**src/rtl/aes_round_ctrl_if.sv**
```systemverilog
// Bus bundle for the AES round controller: host block handshake on one side,
// round-datapath issue/return on the other.
//
// Handshake semantics (all sampled on the rising clock edge):
//   - A host block transfers on an edge where vin=1 and ready=1; vin seen
//     while ready=0 is dropped, never queued.
//   - rnd_vin is a one-cycle issue strobe; rnd_in/round_idx stay stable from
//     the issue until the result is taken.
//   - A round result transfers on an edge where rnd_vout=1 while a round is
//     outstanding; rnd_vout at any other time is ignored.
//   - vout is a one-cycle pulse with no backpressure; dout holds afterwards.
interface aes_round_ctrl_if;
  logic         vin;
  logic [127:0] din;
  logic         ready;
  logic [127:0] rnd_in;
  logic         rnd_vin;
  logic [3:0]   round_idx;
  logic         last_round;
  logic         first_round;
  logic [127:0] rnd_out;
  logic         rnd_vout;
  logic [127:0] dout;
  logic         vout;

  // Environment side: host plus round datapath.
  modport master (
    output vin, din, rnd_out, rnd_vout,
    input  ready, rnd_in, rnd_vin, round_idx, last_round, first_round,
           dout, vout
  );

  // Controller side.
  modport slave (
    input  vin, din, rnd_out, rnd_vout,
    output ready, rnd_in, rnd_vin, round_idx, last_round, first_round,
           dout, vout
  );
endinterface

```
**src/rtl/aes_round_ctrl.sv**
```systemverilog
// AES round sequencer: takes one plaintext block, issues NR+1 rounds to an
// external round datapath of arbitrary latency, and returns the ciphertext.
// NR must fit the 4-bit round index (1..15).
module aes_round_ctrl #(
  parameter int NR = 10
) (
  input  logic             clk,
  input  logic             rst,
  aes_round_ctrl_if.slave  bus,
  output logic [1:0]       dbg_state_o
);

  typedef enum logic [1:0] {
    S_IDLE  = 2'd0,
    S_ISSUE = 2'd1,
    S_WAIT  = 2'd2,
    S_DONE  = 2'd3
  } state_t;

  localparam logic [3:0] LAST_RC = 4'(NR);

  state_t       state_q;
  logic [127:0] st_q;
  logic [3:0]   rc_q;
  logic [127:0] dout_q;
  logic         vout_q;
  logic         rnd_vin_q;
  logic         ready_q;
  logic         busy;

  // A round is outstanding in ISSUE and WAIT; the round flags only mean
  // something there, so they are forced low elsewhere.
  assign busy            = (state_q == S_ISSUE) || (state_q == S_WAIT);
  assign bus.first_round = busy && (rc_q == 4'd0);
  assign bus.last_round  = busy && (rc_q == LAST_RC);

  // The datapath operand and key select come straight from the state
  // registers, so they stay stable for as long as the round is outstanding.
  assign bus.rnd_in    = st_q;
  assign bus.round_idx = rc_q;
  assign bus.rnd_vin   = rnd_vin_q;
  assign bus.ready     = ready_q;
  assign bus.dout      = dout_q;
  assign bus.vout      = vout_q;
  assign dbg_state_o   = state_q;

  // Sequencer FSM with all strobes registered one cycle ahead of their state.
  always_ff @(posedge clk or posedge rst) begin
    if (rst) begin
      state_q   <= S_IDLE;
      st_q      <= '0;
      rc_q      <= 4'd0;
      dout_q    <= '0;
      vout_q    <= 1'b0;
      rnd_vin_q <= 1'b0;
      ready_q   <= 1'b1;
    end else begin
      vout_q    <= 1'b0;
      rnd_vin_q <= 1'b0;
      case (state_q)
        S_IDLE: begin
          // rnd_vout here is a stale or spurious datapath pulse: ignore it.
          if (bus.vin) begin
            st_q      <= bus.din;
            rc_q      <= 4'd0;
            state_q   <= S_ISSUE;
            rnd_vin_q <= 1'b1;
            ready_q   <= 1'b0;
          end
        end
        S_ISSUE, S_WAIT: begin
          // One acceptance per visit: leaving for ISSUE or DONE on every
          // acceptance means a stuck-high rnd_vout cannot skip rounds.
          if (bus.rnd_vout) begin
            st_q <= bus.rnd_out;
            if (rc_q == LAST_RC) begin
              state_q <= S_DONE;
              dout_q  <= bus.rnd_out;
              vout_q  <= 1'b1;
            end else begin
              rc_q      <= rc_q + 4'd1;
              state_q   <= S_ISSUE;
              rnd_vin_q <= 1'b1;
            end
          end else begin
            state_q <= S_WAIT;
          end
        end
        S_DONE: begin
          // vin during DONE is dropped; ready rises for the next cycle.
          state_q <= S_IDLE;
          ready_q <= 1'b1;
        end
        default: begin
          state_q <= S_IDLE;
          ready_q <= 1'b1;
        end
      endcase
    end
  end

endmodule

```
**src/flat_wrapper.sv**
```systemverilog
// flat-port wrapper written by rule: the top's interface ports become plain ports
module aes_round_ctrl_flat 
#(
  parameter int NR = 10
)
  (clk, rst, dbg_state_o, bus_vin, bus_din, bus_rnd_out, bus_rnd_vout, bus_ready, bus_rnd_in, bus_rnd_vin, bus_round_idx, bus_last_round, bus_first_round, bus_dout, bus_vout);
  aes_round_ctrl_if bus_i ();
  input  logic clk;
  input  logic rst;
  output logic [1:0] dbg_state_o;
  input wire logic [$bits(bus_i.vin)-1:0] bus_vin;
  input wire logic [$bits(bus_i.din)-1:0] bus_din;
  input wire logic [$bits(bus_i.rnd_out)-1:0] bus_rnd_out;
  input wire logic [$bits(bus_i.rnd_vout)-1:0] bus_rnd_vout;
  output wire logic [$bits(bus_i.ready)-1:0] bus_ready;
  output wire logic [$bits(bus_i.rnd_in)-1:0] bus_rnd_in;
  output wire logic [$bits(bus_i.rnd_vin)-1:0] bus_rnd_vin;
  output wire logic [$bits(bus_i.round_idx)-1:0] bus_round_idx;
  output wire logic [$bits(bus_i.last_round)-1:0] bus_last_round;
  output wire logic [$bits(bus_i.first_round)-1:0] bus_first_round;
  output wire logic [$bits(bus_i.dout)-1:0] bus_dout;
  output wire logic [$bits(bus_i.vout)-1:0] bus_vout;
  assign bus_i.vin = bus_vin;
  assign bus_i.din = bus_din;
  assign bus_i.rnd_out = bus_rnd_out;
  assign bus_i.rnd_vout = bus_rnd_vout;
  assign bus_ready = bus_i.ready;
  assign bus_rnd_in = bus_i.rnd_in;
  assign bus_rnd_vin = bus_i.rnd_vin;
  assign bus_round_idx = bus_i.round_idx;
  assign bus_last_round = bus_i.last_round;
  assign bus_first_round = bus_i.first_round;
  assign bus_dout = bus_i.dout;
  assign bus_vout = bus_i.vout;
  aes_round_ctrl #(.NR(NR)) u_core (.clk(clk), .rst(rst), .bus(bus_i), .dbg_state_o(dbg_state_o));
endmodule
```
**config.mk**
```make
export PLATFORM = sky130hd
export DESIGN_NAME = aes_round_ctrl_flat
export DESIGN_NICKNAME = d
export VERILOG_FILES = /design/src/rtl/aes_round_ctrl_if.sv /design/src/rtl/aes_round_ctrl.sv /design/src/flat_wrapper.sv
export SDC_FILE = /design/constraint.sdc
export NUM_CORES = 1
export LEC_CHECK = 0
export ABC_AREA = 1
export CAP_MARGIN = 20
export CORE_AREA = 3 3 202 204
export CTS_BUF_LIST = sky130_fd_sc_hd__clkbuf_16
export DETAILED_ROUTE_END_ITERATION = 10
export DIE_AREA = 0 0 205 207
export SKIP_LAST_GASP = 1
export SLEW_MARGIN = 30
export SYNTH_ARGS = -nofsm -noshare
export SYNTH_HDL_FRONTEND = slang
export SYNTH_SLANG_ARGS = --single-unit
```
**constraint.sdc**
```tcl
create_clock -name clk -period 8.3 [get_ports clk]
set_input_delay 0.83 -clock clk [delete_from_list [all_inputs] [get_ports clk]]
set_output_delay 0.83 -clock clk [all_outputs]
set_load 0.1 [all_outputs]
```
# Word-level counts from Yosys, hierarchy flattened
# Cells that the tools add are included.
# Widths: inputs -> output; s select.
# totals
ff_bits	265
latch_bits	0
ramBits	0
romBits	0
output_inout_bits	267
n_memories	0
# classes
n_addsub	1
n_mul	0
div	0
order_cmp	0
n_eq_ne	7
shifts	0
mux	20
bitwise	0
n_reduce_logical	12
# op_table
op	count
$mux 128	2
$pmux 128 s2	1
$mux 4	3
$pmux 4 s2	1
$mux 1	7
$mux 2	3
$ne 2x2->1 const B	3
$pmux 2 s3	1
$reduce_and 3->1	2
$add 4x1->4 const B	1
$eq 2x2->1 const B	2
$eq 4x4->1 const B	1
$logic_not 4->1	1
$pmux 1 s2	2
$reduce_and 4->1	1
$reduce_bool 2->1	2
$eq 2x1->1 const B	1
$logic_and 1x1->1	2
$logic_not 2->1	1
$reduce_and 2->1	1
$reduce_or 2->1	1
$logic_or 1x1->1	1

# Logic depth before layout (Yosys ltp)
# depth
depth_word	4
mapped_depth	10

# Worst setup path before layout
# No wires, ideal clock.
# synth_timing
path_kind	flip-flop to output port
start	register u_core.state_q[1], in the netlist u_core.dbg_state_o[1]
end	output bus_first_round
arrival_ns	3.229
required_time_ns	7.470
setup_slack_ns	4.241
path_stages_with_launch	7
path_buffers	2
cell_sequence	dfrtp_1 > inv_1 > ha_1 > buf_4 > clkbuf_1 > nand3_1 > nor2_1
# synth_via
elab_chain_cells	3
elab_cells_between_ends	4
classes_between	2 x eq/ne; 2 x reduce/logical
# synth_lines
element	line_no	source
from (decl)	aes_round_ctrl.sv:22	state_t state_q;
from (signal assigned)	aes_round_ctrl.sv:50	state_q <= S_IDLE;
from (signal assigned)	aes_round_ctrl.sv:66	state_q <= S_ISSUE;
from (signal assigned)	aes_round_ctrl.sv:77	state_q <= S_DONE;
$eq 2x1->1 / $eq 2x2->1 (equally long branches)	aes_round_ctrl.sv:33	assign busy = (state_q == S_ISSUE) || (state_q == S_WAIT);
$logic_or 1x1->1 (*)	aes_round_ctrl.sv:33	
$logic_and 1x1->1 (*)	aes_round_ctrl.sv:34	assign bus.first_round = busy && (rc_q == 4'd0);
to (decl)	flat_wrapper.sv:20	output wire logic [$bits(bus_i.first_round)-1:0] bus_first_round;
# Every way passes the cells marked *; elsewhere a longest branch is shown, timed or not.

# Final worst setup path
# layout_timing
start	register u_core.state_q[0], in the netlist u_core.dbg_state_o[0]
end	output bus_first_round
# Same word-level chain as after synthesis.

==> results by group <==
Status
  • Status: complete, no violations

Critical path
  • Crit path DAT: 3660 ps
  • Crit path capture type: primary output
  • Crit Path Class: flop to primary output
  • CP startpoint kind: flop
  • Worst-path fanout max: 73
  • Worst path required time: 7470 ps

Drt
  • First-pass DRT Iterations: 5
  • Vias per inst: 4.476
  • Antenna viol nets, final: 0
  • Starting DRC count in detailed routing: 731
  • Met3 wire length: 3380 µm
  • Total Wirelength: 43770 µm
  • Metal-1 WL: 17800 µm
  • DR DRC count: 0
  • DR vias: 11430
  • Top layer in use: met5
  • Wirelength per Cell: 17.14 µm
  • WL met2: 21110 µm

Floorplanning
  • Die X-Extent: 205 µm
  • Initial Util: 0.2961
  • # rows: 73
  • Placeable Area: 39460 µm²
  • Ports: 527
  • Die height: 207 µm
  • Die ar.: 42440 µm²

Clocking
  • TritonCTS clock tree: done
  • Clk buf depth: 3
  • CTS root buf: clkbuf_16
  • Setup bufs post-CTS: 0
  • Reg clk slew, reported paths: 60 ps
  • Num CTS Buffers: 30
  • Hold Buf Count CTS: 0
  • Cts repair resizes: 0
  • Htree depth: 1
  • Clk sink count: 265
  • Clk_lat worst skew: 560 ps

Global routing
  • Initial antenna violation count: 2
  • Remaining Overflow, GRT: 0
  • Pin count of the biggest net entering global routing: 160
  • Vias in the first global route: 11410
  • Tot GR Track Use: 0.1985
  • First-pass GRT wire length: 67170 µm

Finish
  • Final #Nets: 2271
  • Finished Layout Cells: 2554
  • Share of cells above drive strength 1: 0.04438
  • Area Growth Syn to Fin: 55.67%

Logic synthesis
  • Register bit total from synthesis: 265
  • Cell variety after synth: 21
  • Post-Syn Nets: 1788
  • Seq/Total Area, Yosys: 0.5677
  • Mean Syn Cell Area: 7.671 µm²
  • Mapped cell area: 11680 µm²
  • Ranking of synthesized cells by area: dfrtp_1 (57%), nand2_1 (32%), o21ai_0 (3.5%)
  • Cell taking the most area after synthesis: dfrtp_1
  • Post-synth top area share: 0.5655
  • YS warnings: 0
  • Cells after Synth: 1523

Place
  • DP Wirelength: 30610 µm
  • Final GP Congestion: 0.8402
  • Dpl ws: 4369 ps
  • I/O Buffers: 526
  • Placed Instances: 2498

Timing
  • # setup viols final: 0
  • Fin Setup TNS: 0 ps
  • Max_slew headroom: 0.2994
  • WHS: 473.6 ps
  • Final hold violation count: 0
  • Final Max Slew Viols: 0
  • Worst Tran Pin Value: 1048 ps
  • Final Skew: 10.89 ps
  • Post-layout min period: 4491 ps
  • RSZ-0062 raised after global routing: no
  • Final Cycle Share: 0.5411
  • Max frequency: 0.2227 GHz
  • Final worst slack: 3809 ps

Worst hold path
  • Hold WC Path Type: flop to flop

Flow run
  • MaxCap Viol Count: 0
==> per-layer routing <==
metal | global-route usage | vias up
li1 | - | 5553
met1 | 0.2492 | 5390
met2 | 0.3352 | 407
met3 | 0.04683 | 79
met4 | 0.06741 | 2
met5 | 0 | -
==> Yosys cell counts <==
cell      instances
nand2_1        1005
dfrtp_1         264
o21ai_0          82
inv_1            54
buf_2            41
clkbuf_1         26
buf_4            12
buf_6             5
ha_1              5
inv_2             5
nand3_1           5
o21ai_1           5
nor2_1            4
nand4_1           2
nor2_2            2
a21oi_1           1
a22oi_1           1
dfstp_2           1
nand2_4           1
nor2_4            1
xnor2_1           1
==> worst max-delay path: stages, from the launching register on <==
cell and delay [ps]:
dfrtp_1 370, inv_1 90, ha_4 450, buf_4 730, nand3_1 140, nor2_1 130
clkdlybuf4s50_1 1140
==> logic make-up (layout without fill, tap and decap cells) <==
| group | count (synthesis) | count (layout) | synth area share |
|---|---|---|---|
| simple gates | 1020 | 1020 | 0.3304 |
| xor+xnor | 1 | 1 | 0.0007498 |
| flops | 265 | 265 | 0.5677 |
| other cells | 0 | 1 | 0 |
| compound gates | 89 | 89 | 0.03834 |
| fa+ha+maj | 5 | 5 | 0.005355 |
| buf+inv | 143 | 648 | 0.05741 |
==> through the flow <==
step / util / area [µm²]
final: 0.4609 / 18190
after global routing: 0.4609 / 18190
after CTS: 0.4608 / 18180
after detailed placement: 0.4354 / 17180
after global placement: 0.4378 / 17280
after floorplan: - / 11680
==> flip-flops by register name, summed over array words and instances (netlist names) <==
| signal | count |
|---|---|
| u_core.bus.ready | 1 |
| u_core.bus.vout | 1 |
| u_core.dbg_state_o | 2 |
| u_core.bus.dout | 128 |
| u_core.bus.rnd_vin | 1 |
| u_core.bus.round_idx | 4 |
| u_core.bus.rnd_in | 128 |
==> path summary, 6_finish.rpt <==
check	cells after the start	endpoint	start	slack (ps)
worst min-delay path	2	u_core.bus.rnd_in[122]	u_core.bus.rnd_in[122]	470
min in group asynchronous	2	u_core.bus.dout[113]	rst	770
worst max-delay path	6	bus_first_round	u_core.dbg_state_o[0]	3810
worst max register to register	8	u_core.bus.rnd_in[119]	u_core.dbg_state_o[0]	4630
max in group asynchronous	3	u_core.bus.rnd_in[61]	rst	6130
worst min register to register	2	u_core.bus.rnd_in[122]	u_core.bus.rnd_in[122]	470
==> final cells by class <==
cell class	instances	area, µm²
clock inverters	23	226.5
fillers	3943	21270
inverters	59	234.0
repair buffers	535	5240
clock buffers	31	775.7
well taps	525	656.9
diodes	1	2.502
multi-input cells	1115	4418
flip-flops and latches	265	6633
==> cell usage in the layout (no fill, tap or decap), types with 2 or more instances in the layout <==
cell / instances
ha_1: 4
nand2_1: 1005
clkbuf_16: 31
bufinv_16: 5
clkinv_2: 7
o21ai_0: 82
o21ai_1: 5
nand3_1: 4
inv_2: 4
buf_4: 7
nor2_4: 2
buf_2: 25
clkinv_1: 7
dfrtp_1: 264
inv_1: 57
nor2_1: 4
clkdlybuf4s50_1: 501
nand4_1: 2
Power is not shown: default switching activity piles up to over one toggle a cycle in this logic, so the estimate is an artifact.
